===== src/rtl/player_status_pkg.sv =====
// Shared FSM state encoding, 7-segment glyph constants and digit-to-glyph lookup
// for the player status display.
package player_status_pkg;

  typedef enum logic [1:0] {
    StTurn = 2'd0,
    StWin  = 2'd1,
    StDraw = 2'd2
  } state_e;

  // Active-low segments, bit0 = a ... bit6 = g
  localparam logic [6:0] GLYPH_BLANK = 7'h7F;
  localparam logic [6:0] GLYPH_DASH  = 7'h3F;
  localparam logic [6:0] GLYPH_P     = 7'h0C;

  // Digits outside 1..9 have no glyph and fall back to the out-of-range dash.
  function automatic logic [6:0] digit_glyph(input logic [3:0] d);
    case (d)
      4'd1:    digit_glyph = 7'h79;
      4'd2:    digit_glyph = 7'h24;
      4'd3:    digit_glyph = 7'h30;
      4'd4:    digit_glyph = 7'h19;
      4'd5:    digit_glyph = 7'h12;
      4'd6:    digit_glyph = 7'h02;
      4'd7:    digit_glyph = 7'h78;
      4'd8:    digit_glyph = 7'h00;
      4'd9:    digit_glyph = 7'h10;
      default: digit_glyph = GLYPH_DASH;
    endcase
  endfunction

endpackage


===== src/rtl/blink_timer.sv =====
// Half-period counter and ON/OFF phase for the win-display blink.
// phase presents the value the phase register takes at the coming edge.
module blink_timer #(
  parameter int unsigned BLINK_HALF = 25_000_000
) (
  input  logic clk,
  input  logic reset,
  input  logic clear,
  input  logic enable,
  output logic phase
);

  localparam int unsigned CW = $clog2(BLINK_HALF);
  localparam logic [CW-1:0] LAST = CW'(BLINK_HALF - 1);

  logic [CW-1:0] cnt_q, cnt_d;
  logic          phase_q, phase_d;

  always_comb begin
    cnt_d   = '0;
    phase_d = phase_q;
    if (clear) begin
      phase_d = 1'b1;
    end else if (enable) begin
      if (cnt_q == LAST) begin
        phase_d = ~phase_q;
      end else begin
        cnt_d = cnt_q + 1'b1;
      end
    end
  end

  always_ff @(posedge clk) begin
    if (reset) begin
      cnt_q   <= '0;
      phase_q <= 1'b1;
    end else begin
      cnt_q   <= cnt_d;
      phase_q <= phase_d;
    end
  end

  // Lookahead keeps the registered display aligned with the phase register.
  assign phase = reset ? 1'b1 : phase_d;

endmodule


===== src/rtl/player_status_display.sv =====
// Turn / win / draw status on 7-segment digits. Define PLAYER_STATUS_BLINK_EN
// to blink the win display; otherwise it is steady and no blink timer exists.
module player_status_display
  import player_status_pkg::*;
#(
  parameter int unsigned NUM_PLAYERS = 2,
  parameter int unsigned NUM_HEX     = 2,
  parameter int unsigned BLINK_HALF  = 25_000_000,
  localparam int unsigned PW = (NUM_PLAYERS > 2) ? $clog2(NUM_PLAYERS) : 1
) (
  input  logic                      clk,
  input  logic                      reset,
  input  logic                      win,
  input  logic                      draw,
  input  logic                      new_game,
  input  logic [PW-1:0]             curPlayer,
  output logic [NUM_HEX-1:0][6:0]   HEX,
  output logic [1:0]                state_o
);

  if (NUM_PLAYERS < 2 || NUM_PLAYERS > 9) begin : g_bad_players
    $error("NUM_PLAYERS must be 2..9");
  end
  if (NUM_HEX < 2 || NUM_HEX > 6) begin : g_bad_hex
    $error("NUM_HEX must be 2..6");
  end
  if (BLINK_HALF < 2) begin : g_bad_blink
    $error("BLINK_HALF must be at least 2");
  end

  state_e                   state_q, state_d;
  logic [3:0]               winner_q, winner_d;
  logic [NUM_HEX-1:0][6:0]  hex_d;
  logic                     blink_on;
  logic                     in_range;

  assign in_range = 32'(curPlayer) < NUM_PLAYERS;

  always_comb begin
    state_d  = state_q;
    winner_d = winner_q;
    unique case (state_q)
      StTurn: begin
        if (win) begin
          state_d  = StWin;
          winner_d = in_range ? 4'(curPlayer) + 4'd1 : 4'd0;
        end else if (draw) begin
          state_d = StDraw;
        end
      end
      StWin, StDraw: begin
        if (new_game) state_d = StTurn;
      end
      default: state_d = StTurn;
    endcase
  end

`ifdef PLAYER_STATUS_BLINK_EN
  blink_timer #(
    .BLINK_HALF(BLINK_HALF)
  ) u_blink_timer (
    .clk   (clk),
    .reset (reset),
    .clear (state_q == StTurn && win),
    .enable(state_q == StWin),
    .phase (blink_on)
  );
`else
  assign blink_on = 1'b1;
`endif

  // Display is decoded from the next state so HEX lags inputs by exactly one edge.
  always_comb begin
    hex_d = {NUM_HEX{GLYPH_BLANK}};
    unique case (state_d)
      StTurn: begin
        hex_d[0] = in_range ? digit_glyph(4'(curPlayer) + 4'd1) : GLYPH_DASH;
        hex_d[1] = GLYPH_P;
      end
      StWin: begin
        if (blink_on) begin
          hex_d[0] = digit_glyph(winner_d);
          hex_d[1] = GLYPH_P;
        end
      end
      StDraw: hex_d = {NUM_HEX{GLYPH_DASH}};
      default: hex_d = {NUM_HEX{GLYPH_BLANK}};
    endcase
  end

  always_ff @(posedge clk) begin
    if (reset) begin
      state_q  <= StTurn;
      winner_q <= 4'd0;
      HEX      <= {NUM_HEX{GLYPH_BLANK}};
    end else begin
      state_q  <= state_d;
      winner_q <= winner_d;
      HEX      <= hex_d;
    end
  end

  assign state_o = state_q;

endmodule


===== config.mk =====
export PLATFORM = sky130hd
export DESIGN_NAME = player_status_display
export DESIGN_NICKNAME = d
export VERILOG_FILES = /design/src/rtl/player_status_pkg.sv /design/src/rtl/blink_timer.sv /design/src/rtl/player_status_display.sv
export SDC_FILE = /design/constraint.sdc
export NUM_CORES = 1
export LEC_CHECK = 0
export CAP_MARGIN = 20
export CORE_ASPECT_RATIO = 1.1
export CORE_MARGIN = 2
export CORE_UTILIZATION = 45
export CTS_CLUSTER_DIAMETER = 80
export DETAILED_ROUTE_END_ITERATION = 12
export PLACE_DENSITY_LB_ADDON = 0.05
export SLEW_MARGIN = 20
export SYNTH_ARGS = -nofsm -noshare
export SYNTH_HDL_FRONTEND = slang
export SYNTH_SLANG_ARGS = --single-unit

===== constraint.sdc =====
create_clock -name clk -period 2.7 [get_ports clk]
set_clock_uncertainty 0.1 [all_clocks]
set_input_delay 0.54 -clock clk [delete_from_list [all_inputs] [get_ports clk]]
set_output_delay 0.54 -clock clk [all_outputs]
set_load 0.02 [all_outputs]

==> summary.txt, run 1 <==
Timing
  • Min Tclk post-route: 2236 ps
  • RSZ-0062 raised after global routing: false
  • Final Hold Fails: 0
  • Period utilization: 0.8280
  • Fmax: 0.4473 GHz
  • Final setup fails: 0
  • Total negative slack: 0 ps
  • Slew Viols, Final: 0
  • Setup ws final: 464.4 ps

GRT
  • Initial antenna violation count: 0
  • Total GRT Usage: 0.1720
  • Pin count of the biggest net entering global routing: 12
  • First-pass GRT wire length: 2449 um
  • Vias in the first global route: 569
  • GRT overflow: 0

Synthesis
  • Synth Instances: 86
  • Synth Area per Inst: 8.758 sq um
  • Syn Std Cell Area: 753.2 sq um
  • Seq/Total Area, Yosys: 0.3987
  • Post-synth top area cell: dfxtp_1
  • Seq cells post-synth: 15
  • Top post-synthesis cells by area: dfxtp_1 (40%), buf_4 (5.0%), ha_1 (5.0%)
  • Yosys synthesis warning count: 0
  • Post-synth top area share: 0.3987
  • Synth unique cells: 34

CTS
  • Clk_lat worst skew: 290 ps
  • CTS Buffer Depth: 2
  • H-tree Lvls: 1
  • Post-CTS Resized: 0
  • Clock sink count: 15
  • Postcts setup bufs: 0
  • CTS Hold Bufs: 0
  • Clock Tree Root: clkbuf_4
  • CTS tree: built
  • Reg clk slew, reported paths: 90 ps
  • CTS Buf Count: 3

Placed design
  • Post-DP HPWL: 1155 um
  • # port buffers: 19
  • GP Congestion: 0.8347
  • Dpl cell area: 923.4 sq um
  • Pre-CTS setup slack: 165.7 ps

Setup path
  • R2R cell count: 9
  • Cell mode on critical path: nand2_1
  • Flop2flop setup slack: 540 ps
  • CP bufs+invs: 1
  • Reg-to-reg endpoint: HEX[6]$_SDFF_PP1_
  • CP Cell Sequence: clkdlybuf4s50_1, nand2_1, a21o_1, ha_1, nand2_1, o311ai_0, o2bb2ai_1, a221o_1
  • Critical Path Fanout Max: 7
  • CP peak stage delay: 510 ps
  • Startpoint types: input port
  • Top cell family by delay on the critical path: compound AO/OA/AOI/OAI gates
  • CP Capture Type: register
  • WP data arrival: 2330 ps
  • CP max-delay cell: clkdlybuf4s50_1
  • Critical path type: input port to register
  • R2R Path Start: state_o[1]$_SDFF_PP0_
  • CP required: 2790 ps

Routing
  • Post-route ant nets: 0
  • Wire length per cell: 12.60 um
  • Post-Route WL: 1512 um
  • Max Used Layer: met4
  • DR pass1 iterations: 4
  • Metal-1 WL: 669 um
  • Drc violations: 0
  • Wire length on met2: 732 um
  • 1st-iter DRT viols: 14
  • Met3 wire length: 67 um
  • Vias per cell: 5.433
  • Vias after detailed routing: 652

Finish
  • Area growth from synthesis to layout: 26.25%
  • Antenna cells: 0
  • Most common cell after layout, fill and taps aside: clkdlybuf4s50_1
  • Fin nets: 113
  • Share of layout cells above drive strength 1: 0.07767
  • Fin area: 950.9 sq um
  • Most frequent cells in the layout: clkdlybuf4s50_1 (19), dfxtp_1 (15), o21ai_0 (7), nand2_1 (6), nor2_1 (5)

Pwr
  • Leakage: 0.3923 nW
  • Peak supply drop: 0.0003050 V
  • Pwr per Cell Area: 534.8 nW/um^2

Worst hold path
  • Min-delay worst type: register to register
  • Hold depth: 1
  • Hold Path Sink: winner_q[2]$_SDFF_PP0_
  • Worst Min Path Start: winner_q[2]$_SDFF_PP0_

Die
  • Initial Utilization: 0.4778
  • Die Y: 46.91 um
  • Die area: 2018 sq um
  • Num rows: 15
  • Core area: 1577 sq um
  • IO Count: 22
  • Die width: 43.01 um

Run
  • Total of max-cap violations: 0

Run status
  • Status: finished, final reports clean
## synth_stat cells, drive strengths merged
library cell / count
nor2b: 2
o2bb2ai: 1
a211o: 1
a21oi: 5
or2: 2
conb: 1
and3: 1
ha: 3
nor2: 6
buf: 5
o21bai: 1
nand2b: 2
o21a: 1
and2b: 2
nor3: 2
a2bb2oi: 3
o211ai: 1
o41ai: 1
o2111ai: 1
o211a: 1
dfxtp: 15
nand2: 6
and2: 4
a21o: 2
o311ai: 1
inv: 4
a221o: 1
o21ai: 7
o31ai: 1
clkbuf: 2
or3: 1
## worst max-delay path by stage
stage          slack, ps  cells after the start           endpoint             startpoint
3_3_place_gp         200                      8  HEX[6]$_SDFF_PP1_                    win
6_report             460                      8  HEX[6]$_SDFF_PP1_                    win
5_1_grt              320                      9  HEX[6]$_SDFF_PP1_                    win
4_1_cts              470                      8  HEX[6]$_SDFF_PP1_                    win
2_1_floorplan        540                      9  HEX[6]$_SDFF_PP1_  state_o[1]$_SDFF_PP0_
3_5_place_dp         170                      8  HEX[6]$_SDFF_PP1_                    win
## routing by layer
metal	GRT usage	up-vias
li1	-	329
met1	0.1972	298
met2	0.2818	20
met3	0.04615	5
met4	0.1273	0
met5	0	-
## power breakdown
group	switching [W]	internal, W	total [W]
combinational	0.0000683	0.0000623	0.000131
sequential	0.00000930	0.000236	0.000245
clock	0.0000776	0.0000552	0.000133
total	0.000155	0.000353	0.000509
## sequential cells by signal, indices dropped and copies added (netlist names)
register	cells
winner_q	4
state_o	2
HEX	9
## cell type report
| cell class | instances | area (sq um) |
|---|---|---|
| fillers | 143 | 625.6 |
| multi-input cells | 61 | 396.6 |
| flip-flops and latches | 15 | 300.3 |
| repair buffers | 19 | 190.2 |
| clock buffers | 3 | 22.52 |
| well taps | 17 | 21.27 |
| inverters | 4 | 15.01 |
| clock inverters | 1 | 5.005 |
## stage by stage
stage | hold slack [ps] | cells | utilization | power, W
final | 493.8 | 120 | 0.6032 | 0.0005086
after CTS | 487.8 | 120 | 0.6032 | 0.0005132
after global routing | 542.2 | 120 | 0.6032 | 0.0005339
after global placement | 476.1 | 116 | 0.5857 | 0.0003813
after floorplan | 476.4 | 87 | - | 0.0003350
after detailed placement | 475.0 | 116 | 0.5857 | 0.0003811
## cell families after synthesis
kind of cell | Yosys count | synth area share
flip-flops | 15 | 0.3987
AND/OR/NAND/NOR | 28 | 0.1960
AO/OA/AOI/OAI | 28 | 0.2708
other | 1 | 0.004979
adder cells (fa/ha/maj) | 3 | 0.04984
buffers and inverters | 11 | 0.07974
No activity file was read; power rests on OpenSTA's default activity.
==> run 2: changes to the inputs <==
- CORE_UTILIZATION: 45 -> 40
- clock period: 2.7 -> 2 ns (I/O delays scaled with it)
==> run 2 against run 1 <==
  * Sequential power grew 34%
  * Flip-flop and latch count is the same
  * Non-clock buffer count grew 13
  * Highest routed layer unchanged
  * Design area grew 14%
  * Sequential share of layout area shrank 3.3 points
  * Utilization grew 0.78 points
  * Critical endpoint is now HEX[1]$_SDFF_PP1_
  * Setup slack lost 400 ps
  * Largest cell class unchanged
  * Global-route usage grew 0.15 points
  * Clock power grew 32%
  * Total power grew 42%
==> summary.txt, run 2 (same netlist as run 1, synthesis figures left out) <==
Timing
  • RSZ-0062 raised after global routing: true
  • Final Hold Fails: 0
  • Fmax: 0.5159 GHz
  • Period utilization: 0.9693
  • Min Tclk post-route: 1939 ps
  • Final setup fails: 0
  • Slew Viols, Final: 0

Die
  • Die width: 45.38 um
  • Core area: 1782 sq um
  • Num rows: 16
  • Die area: 2247 sq um
  • IO Count: 22
  • Initial Utilization: 0.4228
  • Die Y: 49.51 um

Setup path
  • CP max-delay cell: dfxtp_4
  • Reg-to-reg endpoint: HEX[1]$_SDFF_PP1_
  • Critical Path Fanout Max: 5
  • CP bufs+invs: 1
  • R2R Path Start: state_o[0]$_SDFF_PP0_
  • CP Capture Type: register
  • WP data arrival: 2030 ps
  • CP Launch Point: state_o[0]$_SDFF_PP0_
  • CP Cell Sequence: inv_1, ha_4, and3_4, a21o_1, ha_2, o21ai_0, o41ai_1, a21oi_1, o21bai_1
  • Flop2flop setup slack: 60 ps
  • Startpoint types: register
  • CP required: 2090 ps
  • Critical path type: register to register
  • CP peak stage delay: 350 ps
  • Top cell family by delay on the critical path: compound AO/OA/AOI/OAI gates
  • R2R cell count: 9

GRT
  • GRT overflow: 0
  • Vias in the first global route: 643
  • Total GRT Usage: 0.1735
  • First-pass GRT wire length: 2780 um
  • Initial antenna violation count: 0
  • Pin count of the biggest net entering global routing: 12

CTS
  • Postcts setup bufs: 0
  • Clock Tree Root: clkbuf_4
  • Clk_lat worst skew: 290 ps
  • Clock sink count: 15
  • H-tree Lvls: 1
  • CTS Buf Count: 3
  • CTS Buffer Depth: 2
  • CTS tree: built
  • Reg clk slew, reported paths: 90 ps

Finish
  • Max reg flops: 9
  • Fin nets: 126
  • Most frequent cells in the layout: clkdlybuf4s50_1 (18), dfxtp_1 (13), buf_4 (13), nor2_1 (5), o21ai_0 (5)
  • Most flop-heavy register: HEX
  • Most common cell after layout, fill and taps aside: clkdlybuf4s50_1
  • Layout Cells excl Fill: 134
  • Share of layout cells above drive strength 1: 0.2500
  • Antenna cells: 0
  • Area growth from synthesis to layout: 44.52%
  • Layout Utilization: 0.6110

Pwr
  • Leakage: 0.4658 nW
  • Pwr per Cell Area: 663.3 nW/um^2
  • Peak supply drop: 0.0003877 V

Placed design
  • Post-DP HPWL: 1293 um
  • # port buffers: 19
  • GP Congestion: 0.8398
  • Dpl cells: 130

Run
  • Total of max-cap violations: 0

Worst hold path
  • Worst Min Path Start: winner_q[2]$_SDFF_PP0_
  • Min-delay worst type: register to register
  • Hold depth: 1
  • Hold Path Sink: winner_q[2]$_SDFF_PP0_

Routing
  • Drc violations: 0
  • Wire length per cell: 12.81 um
  • Vias per cell: 5.440
  • Post-Route WL: 1716 um
  • 1st-iter DRT viols: 15
  • DR pass1 iterations: 6
  • Post-route ant nets: 0
  • Vias after detailed routing: 729

Run status
  • Status: finished, final reports clean
[run 2: cell types whose count changed in the layout (fill, tap and decap cells not counted), sizes merged]
cell           before  now
buf                 0   13
clkdlybuf4s50      19   18
dlymetal6s2s        0    1
[run 2: layer usage]
layer / part of all wire / up-vias / GRT usage
li1: - / 360 / -
met1: 0.45 / 335 / 0.2000
met2: 0.47 / 28 / 0.2714
met3: 0.044 / 6 / 0.03663
met4: 0.037 / 0 / 0.1275
met5: 0 / - / 0
[run 2: what timing repair did]
action | in CTS | in global routing
gates cloned | 0 | 0
pin swaps | 2 | 2
gates resized for setup | 3 | 7
hold endpoints to repair | 0 | 0
setup endpoints to repair | 1 | 4
hold buffers | 0 | 0
[run 2: stage by stage]
stage | hold slack (ps) | instance area (sq um) | TNS [ps] | power (W) | setup WS (ps)
6_report | 509.7 | 1089 | 0 | 0.0007220 | 61.49
5_1_grt | 532.1 | 1089 | -35.74 | 0.0007689 | -35.74
4_1_cts | 497.3 | 1072 | 0 | 0.0007230 | 8.110
3_5_place_dp | 481.3 | 1032 | -1034 | 0.0005422 | -339.2
3_3_place_gp | 473.6 | 1032 | -897.9 | 0.0005405 | -308.0
2_1_floorplan | 362.7 | 767.0 | 0 | 0.0004522 | 0.3056
[run 2: final cells by class]
class	count	area (sq um)
Clock inverter	1	5.005
Inverter	4	15.01
Multi-Input combinational cell	61	425.4
Clock buffer	3	22.52
Timing Repair Buffer	32	290.3
Sequential cell	15	307.8
Fill cell	160	693.2
Tap cell	18	22.52
[run 2: how the worst max path moves through the flow]
stage	endpoint	slack, ps	depth (start not counted)
6_report	HEX[1]$_SDFF_PP1_	60	9
2_1_floorplan	HEX[6]$_SDFF_PP1_	0.3	9
4_1_cts	HEX[6]$_SDFF_PP1_	8	9
3_5_place_dp	HEX[6]$_SDFF_PP1_	-340	8
5_1_grt	HEX[6]$_SDFF_PP1_	-40	9
3_3_place_gp	HEX[6]$_SDFF_PP1_	-310	8
[run 2: power breakdown]
group / leakage (nW) / switching, W / internal (W)
registers: 0.125 / 0.0000110 / 0.000318
logic: 0.323 / 0.000105 / 0.000112
clock network: 0.0177 / 0.000102 / 0.0000744
==> run 3: changes to the inputs <==
- ABC_AREA: unset -> 0
- CTS_CLUSTER_SIZE: unset -> 10
- PLACE_DENSITY: unset -> 0.72
- PLACE_DENSITY_LB_ADDON: 0.05 -> unset
==> run 3 against run 2 <==
  * Register-to-register slack better by 20 ps
  * Final cell count down 0.75%
  * Routed wire length up 2.0%
  * Critical path depth is the same
  * Design area grew 0.12%
  * Hold slack better by 9.0 ps
  * Die area stayed put
  * Non-clock buffer count decreased by 1
  * Highest routed layer unchanged
==> summary.txt, run 3 (same netlist as run 1, synthesis figures left out) <==
Setup path
  • R2R cell count: 9
  • CP bufs+invs: 1
  • Flop2flop setup slack: 80 ps
  • WP depth: 9
  • CP max-delay cell: dfxtp_4
  • CP peak stage delay: 350 ps
  • CP Cell Sequence: inv_1, ha_4, and3_4, a21o_1, ha_2, nand2_2, o311ai_2, o2bb2ai_1, a221o_1
  • WP data arrival: 2000 ps
  • CP required: 2080 ps
  • Top cell family by delay on the critical path: compound AO/OA/AOI/OAI gates
  • Startpoint types: register
  • Critical path type: register to register
  • CP Capture Type: register
  • Critical Path Fanout Max: 3

Timing
  • Fmax: 0.5220 GHz
  • Min Tclk post-route: 1916 ps
  • Final setup fails: 0
  • Period utilization: 0.9578
  • RSZ-0062 raised after global routing: false
  • Slew Viols, Final: 0
  • Final Hold Fails: 0

GRT
  • Initial antenna violation count: 0
  • Vias in the first global route: 680
  • Pin count of the biggest net entering global routing: 12
  • GRT overflow: 0
  • First-pass GRT wire length: 2732 um
  • Total GRT Usage: 0.1635

CTS
  • CTS Buf Count: 3
  • CTS Buffer Depth: 2
  • Clock Tree Root: clkbuf_4
  • Clk_lat worst skew: 290 ps
  • Reg clk slew, reported paths: 90 ps
  • CTS Hold Bufs: 0
  • CTS tree: built
  • H-tree Lvls: 1
  • Clock sink count: 15

Pwr
  • Total power: 0.0007268 W
  • Peak supply drop: 0.0003545 V
  • Pwr per Cell Area: 666.9 nW/um^2
  • Leakage: 0.4582 nW

Routing
  • Vias after detailed routing: 731
  • DR pass1 iterations: 4
  • Vias per cell: 5.496
  • Wire length per cell: 13.16 um
  • Drc violations: 0
  • Post-Route WL: 1750 um
  • 1st-iter DRT viols: 27
  • Post-route ant nets: 0

Worst hold path
  • Hold depth: 1
  • Min-delay worst type: register to register

Placed design
  • GP Congestion: 0.8529
  • # port buffers: 19
  • Post-DP HPWL: 1232 um
  • Dpl cells: 128

Finish
  • Area of the multi-input gates: 437.9 sq um
  • Fin nets: 125
  • Layout Cells excl Fill: 133
  • Share of layout cells above drive strength 1: 0.2522
  • Max reg flops: 9
  • Most common cell after layout, fill and taps aside: clkdlybuf4s50_1
  • Reg area: 307.8 sq um
  • Most frequent cells in the layout: clkdlybuf4s50_1 (18), dfxtp_1 (13), buf_4 (12), nor2_1 (5), o21ai_0 (5)
  • FILL cells: 148
  • Antenna cells: 0
  • Most flop-heavy register: HEX
  • Area growth from synthesis to layout: 44.69%

Die
  • Num rows: 16
  • IO Count: 22
  • Die area: 2247 sq um
  • Die width: 45.38 um
  • Initial Utilization: 0.4228
  • Die Y: 49.51 um
  • Core area: 1782 sq um

Run status
  • Status: finished, final reports clean

Run
  • Total of max-cap violations: 0
[run 3: cell count changes in the layout (fill, tap and decap cells not counted), sizes merged]
cell and delta:
buf -1, dlygate4sd2 +1, dlymetal6s2s -1
[run 3: timing repair]
item / CTS / global route
pin swaps: 2 / 5
cloned: 0 / 0
gates resized for setup: 4 / 8
endpoints found under the setup margin: 1 / 3
setup buffers: 1 / 0
[run 3: metrics by stage]
stage	instance area [sq um]	hold slack, ps	util	worst slack, ps	TNS [ps]
6_report	1090	518.7	0.6117	84.36	0
5_1_grt	1090	532.6	0.6117	0.7483	0
4_1_cts	1059	496.9	0.5941	22.73	0
3_5_place_dp	1017	480.8	0.5709	-364.5	-1027
3_3_place_gp	1017	469.9	0.5709	-306.7	-735.1
2_1_floorplan	767.0	362.7	-	0.3056	0
[run 3: power breakdown]
| part | internal, W | switching, W |
|---|---|---|
| sequential | 0.000318 | 0.0000114 |
| clock | 0.0000743 | 0.0000991 |
| combinational | 0.000114 | 0.000110 |
[run 3: layer usage]
layer  vias to the layer above  track usage  part of all wire
li1                        359            -                 -
met1                       346       0.1918              0.43
met2                        24       0.2857              0.52
met3                         2      0.03297             0.035
met4                         0      0.05392             0.011
met5                         -            0                 0
[run 3: worst reg2reg max path: cells and delay by family (launching register included)]
family	cells	cell delay [ps]
AOI/OAI and AO/OA	4	700
adders and majority gates	2	360
DFF	1	350
and+or+nand+nor	2	240
buffers and inverters	1	60
[run 3: final timing paths]
path	startpoint	to
max reg2reg	state_o[0]$_SDFF_PP0_	HEX[6]$_SDFF_PP1_
min reg2reg	winner_q[3]$_SDFF_PP0_	winner_q[3]$_SDFF_PP0_
min	winner_q[3]$_SDFF_PP0_	winner_q[3]$_SDFF_PP0_
max	state_o[0]$_SDFF_PP0_	HEX[6]$_SDFF_PP1_
[run 3: final cells by class]
cell class                 instances  share of cell area
inverter                           4             0.01378
multi-input combinational         61              0.4018
sequential                        15              0.2824
clock buffer                       3             0.02067
tap                               18             0.02067
timing repair buffer              31              0.2560
clock inverter                     1            0.004592
